$ cat src/rtl/fb_pkg.sv
// rtl/fb_pkg.sv - shared encodings and defaults for the frame-buffer arbiter
package fb_pkg;

   localparam int FB_ADDR_BITS = 16;
   localparam int FB_DATA_W    = 8;

   typedef enum logic {
      ST_IDLE = 1'b0,
      ST_FILL = 1'b1
   } fill_state_e;

   // Owner of the read issued last cycle; selects which requester sees bram_rdata.
   typedef enum logic [1:0] {
      TAG_NONE = 2'd0,
      TAG_DISP = 2'd1,
      TAG_HOST = 2'd2
   } owner_tag_e;

endpackage

$ cat src/rtl/fb_arbiter_if.sv
// rtl/fb_arbiter_if.sv - display, host, fill and BRAM signal bundle for fb_arbiter
interface fb_arbiter_if
   import fb_pkg::*;
#(
   parameter int ADDR_BITS = FB_ADDR_BITS,
   parameter int DATA_W    = FB_DATA_W
) ();

   logic                 disp_req;
   logic [ADDR_BITS-1:0] disp_addr;
   logic                 disp_rvalid;
   logic [DATA_W-1:0]    disp_rdata;

   logic                 host_valid;
   logic                 host_ready;
   logic                 host_we;
   logic [ADDR_BITS-1:0] host_addr;
   logic [DATA_W-1:0]    host_wdata;
   logic                 host_rvalid;
   logic [DATA_W-1:0]    host_rdata;

   logic                 fill_start;
   logic [DATA_W-1:0]    fill_value;
   logic                 fill_busy;
   logic                 fill_done;

   logic                 bram_en;
   logic                 bram_we;
   logic [ADDR_BITS-1:0] bram_addr;
   logic [DATA_W-1:0]    bram_wdata;
   logic [DATA_W-1:0]    bram_rdata;

   modport slave (
      input  disp_req, disp_addr, host_valid, host_we, host_addr, host_wdata,
             fill_start, fill_value, bram_rdata,
      output disp_rvalid, disp_rdata, host_ready, host_rvalid, host_rdata,
             fill_busy, fill_done, bram_en, bram_we, bram_addr, bram_wdata
   );

   modport master (
      output disp_req, disp_addr, host_valid, host_we, host_addr, host_wdata,
             fill_start, fill_value, bram_rdata,
      input  disp_rvalid, disp_rdata, host_ready, host_rvalid, host_rdata,
             fill_busy, fill_done, bram_en, bram_we, bram_addr, bram_wdata
   );

endinterface

$ cat src/rtl/fb_fill_engine.sv
// rtl/fb_fill_engine.sv - sequential whole-buffer fill with stall and done pulse
module fb_fill_engine
   import fb_pkg::*;
#(
   parameter int ADDR_BITS = FB_ADDR_BITS,
   parameter int DATA_W    = FB_DATA_W
) (
   input  logic                 clk,
   input  logic                 reset,
   input  logic                 start,
   input  logic [DATA_W-1:0]    value,
   input  logic                 stall,
   output logic                 busy,
   output logic                 done,
   output logic                 wr_en,
   output logic [ADDR_BITS-1:0] wr_addr,
   output logic [DATA_W-1:0]    wr_data
);

   fill_state_e          state_q, state_d;
   logic [ADDR_BITS:0]   cnt_q, cnt_d;
   logic [DATA_W-1:0]    val_q, val_d;
   logic                 done_q, done_d;
   logic                 last;

   // Terminal write is the all-ones address, so the counter never wraps into address 0.
   assign last = &cnt_q[ADDR_BITS-1:0];

   always_ff @(posedge clk or negedge reset) begin
      if (!reset) begin
         state_q <= ST_IDLE;
         cnt_q   <= '0;
         val_q   <= '0;
         done_q  <= 1'b0;
      end else begin
         state_q <= state_d;
         cnt_q   <= cnt_d;
         val_q   <= val_d;
         done_q  <= done_d;
      end
   end

   always_comb begin
      state_d = state_q;
      cnt_d   = cnt_q;
      val_d   = val_q;
      done_d  = 1'b0;
      wr_en   = 1'b0;
      case (state_q)
         ST_IDLE: begin
            if (start) begin
               state_d = ST_FILL;
               cnt_d   = '0;
               val_d   = value;
            end
         end
         ST_FILL: begin
            if (!stall) begin
               wr_en = 1'b1;
               if (last) begin
                  state_d = ST_IDLE;
                  done_d  = 1'b1;
               end else begin
                  cnt_d = cnt_q + 1'b1;
               end
            end
         end
         default: state_d = ST_IDLE;
      endcase
   end

   assign busy    = (state_q == ST_FILL);
   assign done    = done_q;
   assign wr_addr = cnt_q[ADDR_BITS-1:0];
   assign wr_data = val_q;

endmodule

$ cat src/rtl/fb_arbiter.sv
// rtl/fb_arbiter.sv - single-port frame-buffer arbiter: display > fill > host
module fb_arbiter
   import fb_pkg::*;
#(
   parameter int ADDR_BITS = FB_ADDR_BITS,
   parameter int DATA_W    = FB_DATA_W
) (
   input  logic         clk,
   input  logic         reset,
   fb_arbiter_if.slave  bus
);

   logic                 fill_busy;
   logic                 fill_wr_en;
   logic [ADDR_BITS-1:0] fill_wr_addr;
   logic [DATA_W-1:0]    fill_wr_data;
   logic                 host_accept;
   owner_tag_e           tag_q, tag_d;

   fb_fill_engine #(
      .ADDR_BITS (ADDR_BITS),
      .DATA_W    (DATA_W)
   ) u_fill (
      .clk     (clk),
      .reset   (reset),
      .start   (bus.fill_start),
      .value   (bus.fill_value),
      .stall   (bus.disp_req),
      .busy    (fill_busy),
      .done    (bus.fill_done),
      .wr_en   (fill_wr_en),
      .wr_addr (fill_wr_addr),
      .wr_data (fill_wr_data)
   );

   assign bus.fill_busy  = fill_busy;
   assign bus.host_ready = !bus.disp_req && !fill_busy;
   assign host_accept    = bus.host_valid && bus.host_ready;

   always_comb begin
      bus.bram_en    = 1'b0;
      bus.bram_we    = 1'b0;
      bus.bram_addr  = '0;
      bus.bram_wdata = '0;
      tag_d          = TAG_NONE;
      if (bus.disp_req) begin
         bus.bram_en   = 1'b1;
         bus.bram_addr = bus.disp_addr;
         tag_d         = TAG_DISP;
      end else if (fill_wr_en) begin
         bus.bram_en    = 1'b1;
         bus.bram_we    = 1'b1;
         bus.bram_addr  = fill_wr_addr;
         bus.bram_wdata = fill_wr_data;
      end else if (host_accept) begin
         bus.bram_en    = 1'b1;
         bus.bram_we    = bus.host_we;
         bus.bram_addr  = bus.host_addr;
         bus.bram_wdata = bus.host_wdata;
         tag_d          = bus.host_we ? TAG_NONE : TAG_HOST;
      end
   end

   always_ff @(posedge clk or negedge reset) begin
      if (!reset) tag_q <= TAG_NONE;
      else        tag_q <= tag_d;
   end

   // Read data is gated by the tag so an idle requester always sees zero.
   assign bus.disp_rvalid = (tag_q == TAG_DISP);
   assign bus.host_rvalid = (tag_q == TAG_HOST);
   assign bus.disp_rdata  = bus.disp_rvalid ? bus.bram_rdata : '0;
   assign bus.host_rdata  = bus.host_rvalid ? bus.bram_rdata : '0;

endmodule

$ cat src/flat_wrapper.sv
// flat-port wrapper written by rule: the top's interface ports become plain ports
module fb_arbiter_flat import fb_pkg::*;
#(
   parameter int ADDR_BITS = FB_ADDR_BITS,
   parameter int DATA_W    = FB_DATA_W
)
  (clk, reset, bus_disp_req, bus_disp_addr, bus_host_valid, bus_host_we, bus_host_addr, bus_host_wdata, bus_fill_start, bus_fill_value, bus_bram_rdata, bus_disp_rvalid, bus_disp_rdata, bus_host_ready, bus_host_rvalid, bus_host_rdata, bus_fill_busy, bus_fill_done, bus_bram_en, bus_bram_we, bus_bram_addr, bus_bram_wdata);
  fb_arbiter_if #(.ADDR_BITS(ADDR_BITS), .DATA_W(DATA_W)) bus_i ();
  input  logic clk;
  input  logic reset;
  input wire logic [$bits(bus_i.disp_req)-1:0] bus_disp_req;
  input wire logic [$bits(bus_i.disp_addr)-1:0] bus_disp_addr;
  input wire logic [$bits(bus_i.host_valid)-1:0] bus_host_valid;
  input wire logic [$bits(bus_i.host_we)-1:0] bus_host_we;
  input wire logic [$bits(bus_i.host_addr)-1:0] bus_host_addr;
  input wire logic [$bits(bus_i.host_wdata)-1:0] bus_host_wdata;
  input wire logic [$bits(bus_i.fill_start)-1:0] bus_fill_start;
  input wire logic [$bits(bus_i.fill_value)-1:0] bus_fill_value;
  input wire logic [$bits(bus_i.bram_rdata)-1:0] bus_bram_rdata;
  output wire logic [$bits(bus_i.disp_rvalid)-1:0] bus_disp_rvalid;
  output wire logic [$bits(bus_i.disp_rdata)-1:0] bus_disp_rdata;
  output wire logic [$bits(bus_i.host_ready)-1:0] bus_host_ready;
  output wire logic [$bits(bus_i.host_rvalid)-1:0] bus_host_rvalid;
  output wire logic [$bits(bus_i.host_rdata)-1:0] bus_host_rdata;
  output wire logic [$bits(bus_i.fill_busy)-1:0] bus_fill_busy;
  output wire logic [$bits(bus_i.fill_done)-1:0] bus_fill_done;
  output wire logic [$bits(bus_i.bram_en)-1:0] bus_bram_en;
  output wire logic [$bits(bus_i.bram_we)-1:0] bus_bram_we;
  output wire logic [$bits(bus_i.bram_addr)-1:0] bus_bram_addr;
  output wire logic [$bits(bus_i.bram_wdata)-1:0] bus_bram_wdata;
  assign bus_i.disp_req = bus_disp_req;
  assign bus_i.disp_addr = bus_disp_addr;
  assign bus_i.host_valid = bus_host_valid;
  assign bus_i.host_we = bus_host_we;
  assign bus_i.host_addr = bus_host_addr;
  assign bus_i.host_wdata = bus_host_wdata;
  assign bus_i.fill_start = bus_fill_start;
  assign bus_i.fill_value = bus_fill_value;
  assign bus_i.bram_rdata = bus_bram_rdata;
  assign bus_disp_rvalid = bus_i.disp_rvalid;
  assign bus_disp_rdata = bus_i.disp_rdata;
  assign bus_host_ready = bus_i.host_ready;
  assign bus_host_rvalid = bus_i.host_rvalid;
  assign bus_host_rdata = bus_i.host_rdata;
  assign bus_fill_busy = bus_i.fill_busy;
  assign bus_fill_done = bus_i.fill_done;
  assign bus_bram_en = bus_i.bram_en;
  assign bus_bram_we = bus_i.bram_we;
  assign bus_bram_addr = bus_i.bram_addr;
  assign bus_bram_wdata = bus_i.bram_wdata;
  fb_arbiter #(.ADDR_BITS(ADDR_BITS), .DATA_W(DATA_W)) u_core (.clk(clk), .reset(reset), .bus(bus_i));
endmodule
$ cat config.mk
export PLATFORM = sky130hd
export DESIGN_NAME = fb_arbiter_flat
export DESIGN_NICKNAME = d
export VERILOG_FILES = /design/src/rtl/fb_pkg.sv /design/src/rtl/fb_arbiter_if.sv /design/src/rtl/fb_fill_engine.sv /design/src/rtl/fb_arbiter.sv /design/src/flat_wrapper.sv
export SDC_FILE = /design/constraint.sdc
export NUM_CORES = 1
export LEC_CHECK = 0
export BUFFER_PORTS_ARGS = -buffer_cell sky130_fd_sc_hd__buf_2
export CORE_MARGIN = 1
export CORE_UTILIZATION = 40
export DETAILED_ROUTE_END_ITERATION = 10
export GPL_TIMING_DRIVEN = 0
export HOLD_SLACK_MARGIN = 0.06
export PLACE_DENSITY = 0.71
export SYNTH_ARGS = -nofsm -noshare
export SYNTH_HDL_FRONTEND = slang
export SYNTH_SLANG_ARGS = --single-unit
$ cat constraint.sdc
create_clock -name clk -period 3 [get_ports clk]
set_clock_uncertainty 0.15 [all_clocks]
set_input_delay 0.9 -clock clk [delete_from_list [all_inputs] [get_ports clk]]
set_output_delay 0.9 -clock clk [all_outputs]
set_load 0.02 [all_outputs]
# Word-level counts from Yosys, hierarchy flattened
# Index checks and enable logic that the tools add are counted.
[totals]
wordCells = 50
regBits = 29
input_bits = 62
out_inout_bits = 47
[op_classes]
n_eq_ne = 5
n_mux = 31
add_sub_neg = 1
n_bitwise = 1
reduce_logical = 7
[op_table]
columns = ["operator", "count"]
rows = [
  ["$mux 17", 3],
  ["$mux 16", 3],
  ["$mux 8", 5],
  ["$pmux 17 s2", 1],
  ["$add 17x1->17 const B", 1],
  ["$reduce_and 16->1", 1],
  ["$mux 1", 14],
  ["$mux 2", 4],
  ["$ne 2x2->1 const B", 3],
  ["$reduce_and 3->1", 1],
  ["$eq 2x1->1 const B", 1],
  ["$eq 2x2->1 const B", 1],
  ["$logic_and 1x1->1", 2],
  ["$logic_not 1->1", 2],
  ["$pmux 1 s2", 1],
  ["$reduce_and 2->1", 1],
  ["$not 1->1", 1],
]

# Logic depth before layout (Yosys ltp)
# Gate-level depths: netlist of the first run.
[logic_depth]
word_depth = 6
ltp_mapped = 6
ltp_nobuf = 5

# Modules after synthesis
# From an unflattened synthesis of the first run, not the netlist that was laid out.
[unflattened]
cells_unflattened = 220
area_unflattened_um2 = 1974.4
[by_module_without_submodules]
columns = ["mod", "seq_area_each_um2", "instances", "cells_per_inst", "area_per_inst_um2"]
rows = [
  ["fb_fill_engine", 650.6, 1, 142, 1340.0],
  ["fb_arbiter", 50.0, 1, 78, 634.4],
]

# Least setup slack after synthesis of the first run
# No wires, ideal clock.
[synth_path]
kind = "input to output"
start = "input bus_host_valid"
end = "output bus_bram_addr[2]"
n_path_buf = 2
stages = 6
setup_slack_ps = -161
arrival_time_ps = 2111
t_required_ps = 1950
path_cell_list = "clkbuf_1 clkbuf_1 nand2_1 nor2_1 a21oi_1 o21ai_0"
[synth_between]
elab_chain_cells = 4
[synth_lines]
columns = ["item", "line_no", "text"]
rows = [
  ["start, declared", "flat_wrapper.sv:13", "input wire logic [$bits(bus_i.host_valid)-1:0] bus_host_valid;"],
  ["$logic_and 1x1->1", "fb_arbiter.sv:38", "assign host_accept = bus.host_valid && bus.host_ready;"],
  ["$mux 16", "fb_arbiter.sv:55", "end else if (host_accept) begin"],
  ["$mux 16", "fb_arbiter.sv:50", "end else if (fill_wr_en) begin"],
  ["$mux 16", "fb_arbiter.sv:46", "if (bus.disp_req) begin"],
  ["end, declared", "flat_wrapper.sv:29", "output wire logic [$bits(bus_i.bram_addr)-1:0] bus_bram_addr;"],
]
# Every way passes these cells.

# Worst setup path after layout of the first run
[layout_path]
start = "input bus_host_valid"
end = "output bus_bram_wdata[7]"
[layout_between]
elab_chain_cells = 4
[layout_lines]
columns = ["item", "line_no", "text"]
rows = [
  ["$logic_and 1x1->1", "fb_arbiter.sv:38", ""],
  ["$mux 8", "fb_arbiter.sv:55", ""],
  ["$mux 8", "fb_arbiter.sv:50", ""],
  ["$mux 8", "fb_arbiter.sv:46", ""],
  ["end, declared", "flat_wrapper.sv:30", "output wire logic [$bits(bus_i.bram_wdata)-1:0] bus_bram_wdata;"],
]
# Every way passes these cells.

==> flow_metrics.tcl, run 1 <==
set metrics [dict create \
    hold_ws_ns 0.3371 \
    post_drt_wl_per_cell_um 13.41 \
    required_ns 1.95 \
    grt_pass1_vias 2410 \
    crit_path_end_kind "primary output" \
    ys_seq_area_share_pct 31.04 \
    power_density_nw_per_um2 452.0 \
    nNetsFinal 492 \
    critical_path_class "primary input to primary output" \
    final_util_pct 56.84 \
    viasPerCell 5.337 \
    final_max_slew_viol_count 0 \
    track_usage_pct 22.66 \
    outcome "complete, no violations" \
    crit_fanout 10 \
    drive_gt1_share_pct 34.11 \
    slew_headroom_pct 57.59 \
    grt_max_degree 29 \
    die_area_um2 5947 \
    finalCritPeriodShare_pct 96.68 \
    drc_errors 0 \
    synth_area_um2 2257 \
    fin_area_um2 2995 \
    clkLatencyLatePin_ns 0.28 \
    syn_inst 320 \
    fin_ws_ns 0.09948 \
    totalWireLength_um 6679 \
    ir_drop_v 0.0003503 \
    rsz0062_at_grt "no" \
    ys_types 43 \
    synth_area_leaders "dfrtp_1 31%, nand2_1 12%, nor2_1 6.2%" \
    ys_ff_latch 28 \
    hp-class "flip-flop to flip-flop" \
    ant_nets 0 \
    diodes 0 \
    clk_pin_slew_worst_paths_ns 0.10 \
    numCtsBuffers 3 \
    die_w_um 77.12 \
    synth_warnings 0 \
    num_vias 2658 \
    syn_to_final_growth_pct 32.70 \
    cts-root-buf "clkbuf_8" \
    yosysTopAreaCell "dfrtp_1" \
    hold_buffers 0 \
    max_freq_mhz 344.8 \
    cap_viol_max_count 0 \
    cts_tree "built" \
    grt_pass1_wl_um 11110 \
    p_leak_nw 1.502 \
    yosysTopAreaCellShare_pct 31.04 \
    pre_cts_slack_ns -0.5795 \
    setup_viol 0 \
    initial_utilization_pct 42.83 \
    n_fill_cell 521 \
    syn-num-nets 383 \
    start_kind "primary input" \
    dp.final_hpwl_um 5055 \
    worst_pin_slew_ns 0.6362 \
    clk_path_buf_depth 2 \
    gp_congestion 0.9268 \
    post_dp_cell_area_um2 2909 \
    core_um2 5270 \
    syn_avg_cell_area_um2 7.054 \
    port_buffers 106 \
    antenna_found_initial 0 \
    drt_iter0_drc 249 \
    hold_viol_final 0 \
    ctsHtreeMaxLevel 1 \
    tns_ns 0 \
    cp.arrival_ns 1.85 \
    cts.sinks 28 \
    grt_overflow_total 0 \
    layout_min_cycle_time_ns 2.901 \
    die_y_um 77.12 \
    boundaryPins 109 \
    rows 26 \
    first_pass_iters 4 \
]
-- per-stage QoR --
| stage | total power, mW | cells |
|---|---|---|
| after global placement | 1.033 | 496 |
| final | 1.354 | 498 |
| after global routing | 1.441 | 498 |
| after detailed placement | 1.046 | 496 |
| after CTS | 1.355 | 498 |
| after floorplan | 0.8637 | 320 |
-- cell usage after synthesis, drive strengths merged --
cell and number:
a21oi 22, a31o 2, a31oi 1, and2 16, and3 3, buf 7
clkbuf 23, dfrtp 28, ha 1, inv 6, mux2 4, nand2 73
nand2b 4, nand3 8, nand3b 1, nand4 12, nand4b 3, nor2 37
nor2b 5, nor3 5, nor3b 3, nor4 3, nor4b 1, o2111ai 1
o211a 1, o211ai 12, o21a 4, o21ai 19, o221ai 1, o311ai 8
or2 1, or3 1, or4 3, or4b 1
-- cells by family (layout without fill, tap and decap cells) --
family                     count (synthesis)  after routing  share of synthesized area, %
adders and majority gates                  1              1                        0.5542
muxes                                      4              4                         1.995
and+or+nand+nor                          180            180                         40.02
DFF                                       28             28                         31.04
buffers and inverters                     36            144                         6.596
AOI/OAI and AO/OA                         71             71                         19.79
-- per-layer routing --
metal  track usage [%]  routed length (um)
met4             3.019                  10
met3             4.048                 363
met5                 0                   0
met1             28.68                2878
met2             40.71                3426
-- report_power, final --
part	internal [mW]	total (mW)	switching, mW
combinational	0.202	0.511	0.309
clock	0.179	0.310	0.131
sequential	0.453	0.534	0.0812
total	0.833	1.35	0.521
-- cell usage in the layout (no fill, tap or decap), types with 5 or more instances in the layout --
master / instances
buf_2: 109
nand2_1: 73
nor2_1: 37
dfrtp_1: 27
a21oi_1: 22
and2_1: 16
clkbuf_1: 12
o211ai_1: 12
o21ai_0: 10
nand4_1: 10
o21ai_2: 9
nand3_1: 8
clkbuf_2: 7
inv_1: 6
o311ai_0: 6
nor2b_1: 5
nor3_1: 5
-- worst max-delay path, cell delays in order --
cell      delay, ns
clkbuf_2       0.17
clkbuf_4       0.23
nand2_1        0.06
nor2_1         0.14
a21oi_1        0.06
nor2_1         0.11
buf_2          0.17
-- cell type report --
class                      instances  area (um^2)  area share (%)
clock buffer                       3        41.29           1.378
sequential                        28        701.9           23.43
tap                               70        87.58           2.924
multi-input combinational        256         1441           48.12
clock inverter                     1        30.03           1.003
timing repair buffer             106        533.0           17.79
buffer                            28        137.6           4.595
inverter                           6        22.52          0.7519
-- sequential cells by signal, indices dropped and copies added, names as in the netlist --
register and count:
u_core.u_fill.cnt_q 16, u_core.u_fill.wr_data 8, u_core.tag_q 2, u_core.u_fill.busy 1, u_core.u_fill.done 1
-- final timing paths --
| path | slack (ns) | cells after the start | start | to |
|---|---|---|---|---|
| setup / recovery | 0.1 | 7 | bus_host_valid | bus_bram_wdata[7] |
| max in group asynchronous | 1.78 | 1 | reset | u_core.u_fill.busy |
| hold / removal | 0.34 | 2 | u_core.u_fill.wr_data[1] | u_core.u_fill.wr_data[1] |
| min in group asynchronous | 0.47 | 1 | reset | u_core.u_fill.cnt_q[6] |
| setup reg to reg | 0.76 | 6 | u_core.u_fill.cnt_q[0] | u_core.u_fill.cnt_q[3] |
| hold reg to reg | 0.34 | 2 | u_core.u_fill.wr_data[1] | u_core.u_fill.wr_data[1] |
-- timing repair --
item                       in CTS  in global routing
setup buffers                   0                  0
resized for setup              10                  6
setup endpoints to repair      26                 21
Power figures use the tool's default switching activity.
==> run 2: changes to the inputs <==
==> constraint.sdc (replaced) <==
create_clock -name clk -period 3.4 [get_ports clk]
set_clock_uncertainty 0.15 [all_clocks]
set_input_delay 1.02 -clock clk [delete_from_list [all_inputs] [get_ports clk]]
set_output_delay 1.02 -clock clk [all_outputs]
set_load 0.02 [all_outputs]
==> run 2 against run 1 <==
Against the previous run:
- critical path depth down 2
- global-route usage up 0.47 points
- clock-buffer cell count up 1
- largest power group unchanged
==> flow_metrics.tcl, run 2 (synthesized netlist as in run 1, its figures left out) <==
set metrics [dict create \
    multiInputGateArea_um2 1408 \
    seq_area_um2 700.7 \
    boundaryPins 109 \
    port_buffers 106 \
    dp.final_hpwl_um 5071 \
    drt_iter0_drc 122 \
    ant_nets 0 \
    hold_buffers 0 \
    ctsHtreeMaxLevel 1 \
    fin_area_um2 2930 \
    cts.sinks 28 \
    grt_overflow_total 0 \
    worst_pin_slew_ns 0.6563 \
    hold_viol_final 0 \
    r2r_start "u_core.u_fill.cnt_q[0]" \
    post_drt_wl_per_cell_um 13.66 \
    layout_min_cycle_time_ns 3.256 \
    core_um2 5270 \
    ir_drop_v 0.0002374 \
    final_common_cell "buf_2" \
    syn_to_final_growth_pct 29.82 \
    hp-start "u_core.u_fill.wr_data[7]" \
    power_density_nw_per_um2 384.0 \
    grtUsageMet3_pct 2.381 \
    final_max_slew_viol_count 0 \
    clkLatencyLatePin_ns 0.29 \
    finalCritPeriodShare_pct 95.77 \
    regToRegEndpoint "u_core.u_fill.cnt_q[4]" \
    rows 26 \
    p_leak_nw 1.472 \
    layout_common_cells "110 x buf_2, 73 x nand2_1, 37 x nor2_1, 28 x dfrtp_1, 22 x a21oi_1" \
    grt_pass1_wl_um 11390 \
    track_usage_pct 23.13 \
    rsz0062_at_grt "no" \
    cp.arrival_ns 2.09 \
    drive_gt1_share_pct 31.07 \
    top_register "u_core.u_fill.cnt_q" \
    clk_path_buf_depth 2 \
    r2r_slack_ns 1.17 \
    die_area_um2 5947 \
    grt_use_met1_pct 29.52 \
    rr_worst_depth 5 \
    cts_setup_buffers 0 \
    ctsResizeCount 4 \
    n_fill_cell 541 \
    cts-root-buf "clkbuf_8" \
    crit_path_end_kind "primary output" \
    nNetsFinal 492 \
    gp_congestion 0.8928 \
    drc_errors 0 \
    hold_depth 2 \
    cts_tree "built" \
    critical_path_class "primary input to primary output" \
    die_w_um 77.12 \
    num_vias 2662 \
    initial_utilization_pct 42.83 \
    grt_pass1_vias 2546 \
    diodes 0 \
    use_met2_pct 40.88 \
    cap_viol_max_count 0 \
    start_kind "primary input" \
    holdPathEnd "u_core.u_fill.wr_data[7]" \
    max_freq_mhz 307.1 \
    grt_max_degree 29 \
    die_y_um 77.12 \
    grt-busiest-layer "met2" \
    setup_viol 0 \
    slew_headroom_pct 56.25 \
    hp-class "flip-flop to flip-flop" \
    antenna_found_initial 0 \
    numCtsBuffers 3 \
    final_util_pct 55.60 \
    required_ns 2.23 \
    totalWireLength_um 6805 \
    viasPerCell 5.345 \
    clk_pin_slew_worst_paths_ns 0.09 \
    tns_ns 0 \
    largest_reg_flops 16 \
    crit_fanout 14 \
    post_dp_cell_area_um2 2875 \
    outcome "complete, no violations" \
    first_pass_iters 4 \
]
==> run 2: cell count changes in the layout (fill, tap and decap cells not counted), sizes merged <==
cell	previous run	this run
bufinv	1	0
buf	111	112
==> run 2: per-stage QoR <==
| step | worst slack [ns] | total power [mW] | instances | hold WS (ns) |
|---|---|---|---|---|
| after floorplan | 0.1507 | 0.7539 | 320 | 0.2960 |
| after global placement | -0.4096 | 0.9028 | 496 | 0.3098 |
| after detailed placement | -0.4337 | 0.9121 | 496 | 0.3139 |
| after CTS | 0.02290 | 1.127 | 499 | 0.3375 |
| after global routing | 0.05407 | 1.203 | 498 | 0.3734 |
| final | 0.1438 | 1.125 | 498 | 0.3320 |
==> run 2: report_power, final <==
part | internal, mW | total (mW) | switching (mW)
Sequential | 0.399 | 0.469 | 0.0703
Clock | 0.104 | 0.215 | 0.111
Combinational | 0.173 | 0.441 | 0.267
==> run 2: how the worst max path moves through the flow <==
stage              startpoint                end  cells past startpoint
2_1_floorplan  bus_host_valid   bus_bram_addr[2]                      6
4_1_cts          bus_disp_req  bus_bram_wdata[7]                      5
6_report         bus_disp_req  bus_bram_wdata[7]                      5
3_3_place_gp     bus_disp_req  bus_bram_wdata[7]                      6
3_5_place_dp     bus_disp_req  bus_bram_wdata[7]                      6
5_1_grt          bus_disp_req  bus_bram_wdata[7]                      5
==> run 2: metal layers <==
metal / up-vias / routed length [um]
li1: 1331 / -
met1: 1233 / 3058
met2: 89 / 3315
met3: 9 / 355
met4: 0 / 75
met5: - / 0
==> run 2: cell type report <==
type                       count  area share, %
multi-input combinational    256          48.04
sequential                    28          23.91
timing repair buffer         106          18.10
buffer                        28          4.313
tap                           70          2.989
clock buffer                   4          1.879
inverter                       6         0.7686
==> run 2: worst max-delay path, cell delays in order <==
cell and delay, ns:
buf_2 0.27, clkbuf_2 0.27, clkbuf_2 0.27, nor2_1 0.08
buf_2 0.16
==> run 3: changes to the inputs <==
--- a/config.mk
+++ b/config.mk
@@ -6,12 +6,12 @@
 export NUM_CORES = 1
 export LEC_CHECK = 0
 export BUFFER_PORTS_ARGS = -buffer_cell sky130_fd_sc_hd__buf_2
-export CORE_MARGIN = 1
 export CORE_UTILIZATION = 40
 export DETAILED_ROUTE_END_ITERATION = 10
 export GPL_TIMING_DRIVEN = 0
 export HOLD_SLACK_MARGIN = 0.06
-export PLACE_DENSITY = 0.71
+export PLACE_DENSITY = 0.73
 export SYNTH_ARGS = -nofsm -noshare
 export SYNTH_HDL_FRONTEND = slang
+export SYNTH_HIERARCHICAL = 1
 export SYNTH_SLANG_ARGS = --single-unit
==> run 3 against run 2 <==
Against the previous run:
- the run now ends with negative setup slack left
- largest cell class unchanged
- via count is 15% lower
- synthesized cell count is 31% lower
- cell area is 1.5% lower
- final cell count is 18% lower
- power is 11% lower
- core utilization is 5.5 points higher
- area after synthesis is 13% lower
- sequential power is 4.9% lower
- setup slack worse by 0.22 ns
==> flow_metrics.tcl, run 3 <==
set metrics [dict create \
    outcome "complete, but fails checks" \
    violations "negative setup slack" \
    initial_utilization_pct 41.80 \
    slew_headroom_pct 57.99 \
    dp_cells 395 \
    ys_async_sr_fraction_pct 100.0 \
    largest_reg_flops 16 \
    r2r_start "u_core/u_fill/cnt_q[0]" \
    crit_fanout 7 \
    layout_common_cells "87 x buf_2, 36 x nand2_1, 30 x and2_1, 28 x dfrtp_1, 24 x buf_4" \
    max_freq_mhz 287.5 \
    die_w_um 72.26 \
    pre_cts_slack_ns -0.6075 \
    hold_ws_ns 0.3336 \
    die_area_um2 5221 \
    cp_cell_sequence "buf_12 -> nand2b_4 -> clkinv_8 -> nor4b_4 -> buf_4 -> buf_6 -> a221o_2 -> buf_6" \
    required_ns 2.23 \
    diodes 0 \
    clk_path_buf_depth 2 \
    rsz0062_at_grt "yes" \
    post_drt_wl_per_cell_um 15.28 \
    critical_path_class "primary input to primary output" \
    syn_inst 220 \
    crit_family "buffers and inverters" \
    power.share.clock_pct 26.0 \
    worst_pin_slew_ns 0.6301 \
    final_common_cell "buf_2" \
    hold_viol_final 0 \
    clk_pin_slew_worst_paths_ns 0.10 \
    yosys-top-cells-count "36 x nand2_1, 30 x and2_1, 28 x dfrtp_1" \
    switching_share_pct 31.90 \
    ir_drop_v 0.0003267 \
    first_pass_iters 4 \
    cp.arrival_ns 2.31 \
    track_usage_pct 23.49 \
    totalWireLength_um 6266 \
    layout_min_cycle_time_ns 3.478 \
    cp-startpoint "bus_disp_req" \
    start_kind "primary input" \
    pwr-share-seq_pct 44.5 \
    nNetsFinal 407 \
    crit_path_end_kind "primary output" \
    path_buf_inv 5 \
    hold_buffers 0 \
    cts.sinks 28 \
    final_cells 410 \
    fin_ws_ns -0.07805 \
    tns_ns -0.9278 \
    dominantRegCellSynth "dfrtp_1" \
    port_buffers 108 \
    grt_overflow_total 0 \
    boundaryPins 109 \
    switchingPower_mw 0.3193 \
    top_register "u_core/u_fill/cnt_q" \
    rows 25 \
    numCtsBuffers 3 \
    syn-num-nets 283 \
    num_vias 2250 \
    multiInputGateArea_um2 1185 \
    finalCritPeriodShare_pct 102.3 \
    p_leak_nw 1.539 \
    ys_ff_latch 28 \
    gp_congestion 0.9111 \
    ctsHtreeMaxLevel 1 \
    ant_nets 0 \
    slowest_delay_ns 0.38 \
    setup_viol 20 \
    drc_errors 0 \
    hold_depth 2 \
    antenna_found_initial 0 \
    core_um2 4723 \
    synth_warnings 6 \
    drt_iter0_drc 145 \
    die_y_um 72.26 \
    combPwrFrac_pct 29.4 \
    final_max_slew_viol_count 0 \
    hp-class "flip-flop to flip-flop" \
    yosysTopAreaCell "dfrtp_1" \
    cap_viol_max_count 0 \
    post-synth-top-count-cell "nand2_1" \
    ys_types 48 \
    synth_area_leaders "dfrtp_1 35%, and2_1 9.5%, a221o_2 8.6%" \
    cts_tree "built" \
    hp-start "u_core/u_fill/wr_data[4]" \
    clkLatencyLatePin_ns 0.27 \
    syn_avg_cell_area_um2 8.975 \
    synth_edf_count 0 \
    synth_area_um2 1974 \
    cell_internal_pwr_mw 0.6816 \
    path_common_cell "buf_6" \
    n_fill_cell 411 \
    grt_pass1_vias 2004 \
    seq_area_um2 700.7 \
    cts-root-buf "clkbuf_8" \
    viasPerCell 5.488 \
    syn_to_final_growth_pct 46.13 \
    grt_pass1_wl_um 9508 \
    dp.final_hpwl_um 4550 \
    drive_gt1_share_pct 44.61 \
    power_density_nw_per_um2 346.9 \
    grt_max_degree 29 \
    crit_path_top_delay_cell "nor4b_4" \
    rr_worst_depth 6 \
    yosysTopAreaCellShare_pct 35.49 \
    ys_seq_area_share_pct 35.49 \
    path_depth 8 \
]
-- run 3: changes by cell type after synthesis, sizes merged, moves of 16 or more --
cell	previous run	this run
and2	16	34
nand2	73	36
a221o	0	16
nor2	37	10
clkbuf	23	6
a21oi	22	3
o21ai	19	2
-- run 3: cell families after synthesis --
group / share of synthesized area [%]
AND/OR/NAND/NOR: 31.81
XOR/XNOR: 0.4437
AO/OA/AOI/OAI: 23.57
adder cells (fa/ha/maj): 0.6336
flip-flops: 35.49
multiplexers: 3.042
buffers and inverters: 5.006
-- run 3: worst paths after layout --
path,end,slack (ns)
worst max register to register,u_core/u_fill/cnt_q[15],1.05
worst min register to register,u_core/u_fill/wr_data[4],0.33
max in group asynchronous,u_core/u_fill/cnt_q[7],2.08
min in group asynchronous,u_core/u_fill/cnt_q[3],0.61
worst min-delay path,u_core/u_fill/wr_data[4],0.33
worst max-delay path,bus_bram_addr[7],-0.08
-- run 3: tightest hold or removal path, cell delays in order, from the launching register on --
cell and delay (ns):
dfrtp_1 0.36, nand2_1 0.05, nand2_1 0.05
-- run 3: metrics by stage --
| stage | util [%] | total power, mW | cell area [um^2] |
|---|---|---|---|
| floorplan | - | 0.5993 | 1976 |
| global placement | 55.05 | 0.7024 | 2600 |
| detailed placement | 55.05 | 0.7108 | 2600 |
| CTS | 59.05 | 0.9869 | 2789 |
| global route | 61.09 | 1.059 | 2885 |
| finish | 61.09 | 1.001 | 2885 |
-- run 3: power groups by stage --
stage / Clock (mW) / Sequential [mW] / Combinational, mW
floorplan: 0 / 0.432 / 0.167
CTS: 0.270 / 0.444 / 0.273
global placement: 0 / 0.450 / 0.253
global route: 0.283 / 0.453 / 0.324
finish: 0.260 / 0.446 / 0.295
detailed placement: 0 / 0.451 / 0.260
-- run 3: cell type report --
| cell class | count | share of cell area, % |
|---|---|---|
| inverter | 6 | 1.214 |
| clock inverter | 1 | 1.041 |
| timing repair buffer | 120 | 25.63 |
| multi-input combinational | 173 | 41.07 |
| sequential | 28 | 24.28 |
| buffer | 12 | 2.428 |
| clock buffer | 3 | 1.431 |
| tap | 67 | 2.905 |
-- run 3: timing repair --
item                                    in CTS  in global routing
setup buffers                                7                  7
gates cloned                                 0                  1
pin swaps                                    4                  6
endpoints found under the setup margin      24                 24
resized for setup                           23                 21
-- run 3: layer usage --
metal,up-vias,part of all wire [%],track usage (%)
met5,-,0,0
met1,1091,42,29.03
li1,1067,-,-
met2,88,52,44.24
met4,0,0.81,4.357
met3,4,5.1,2.500
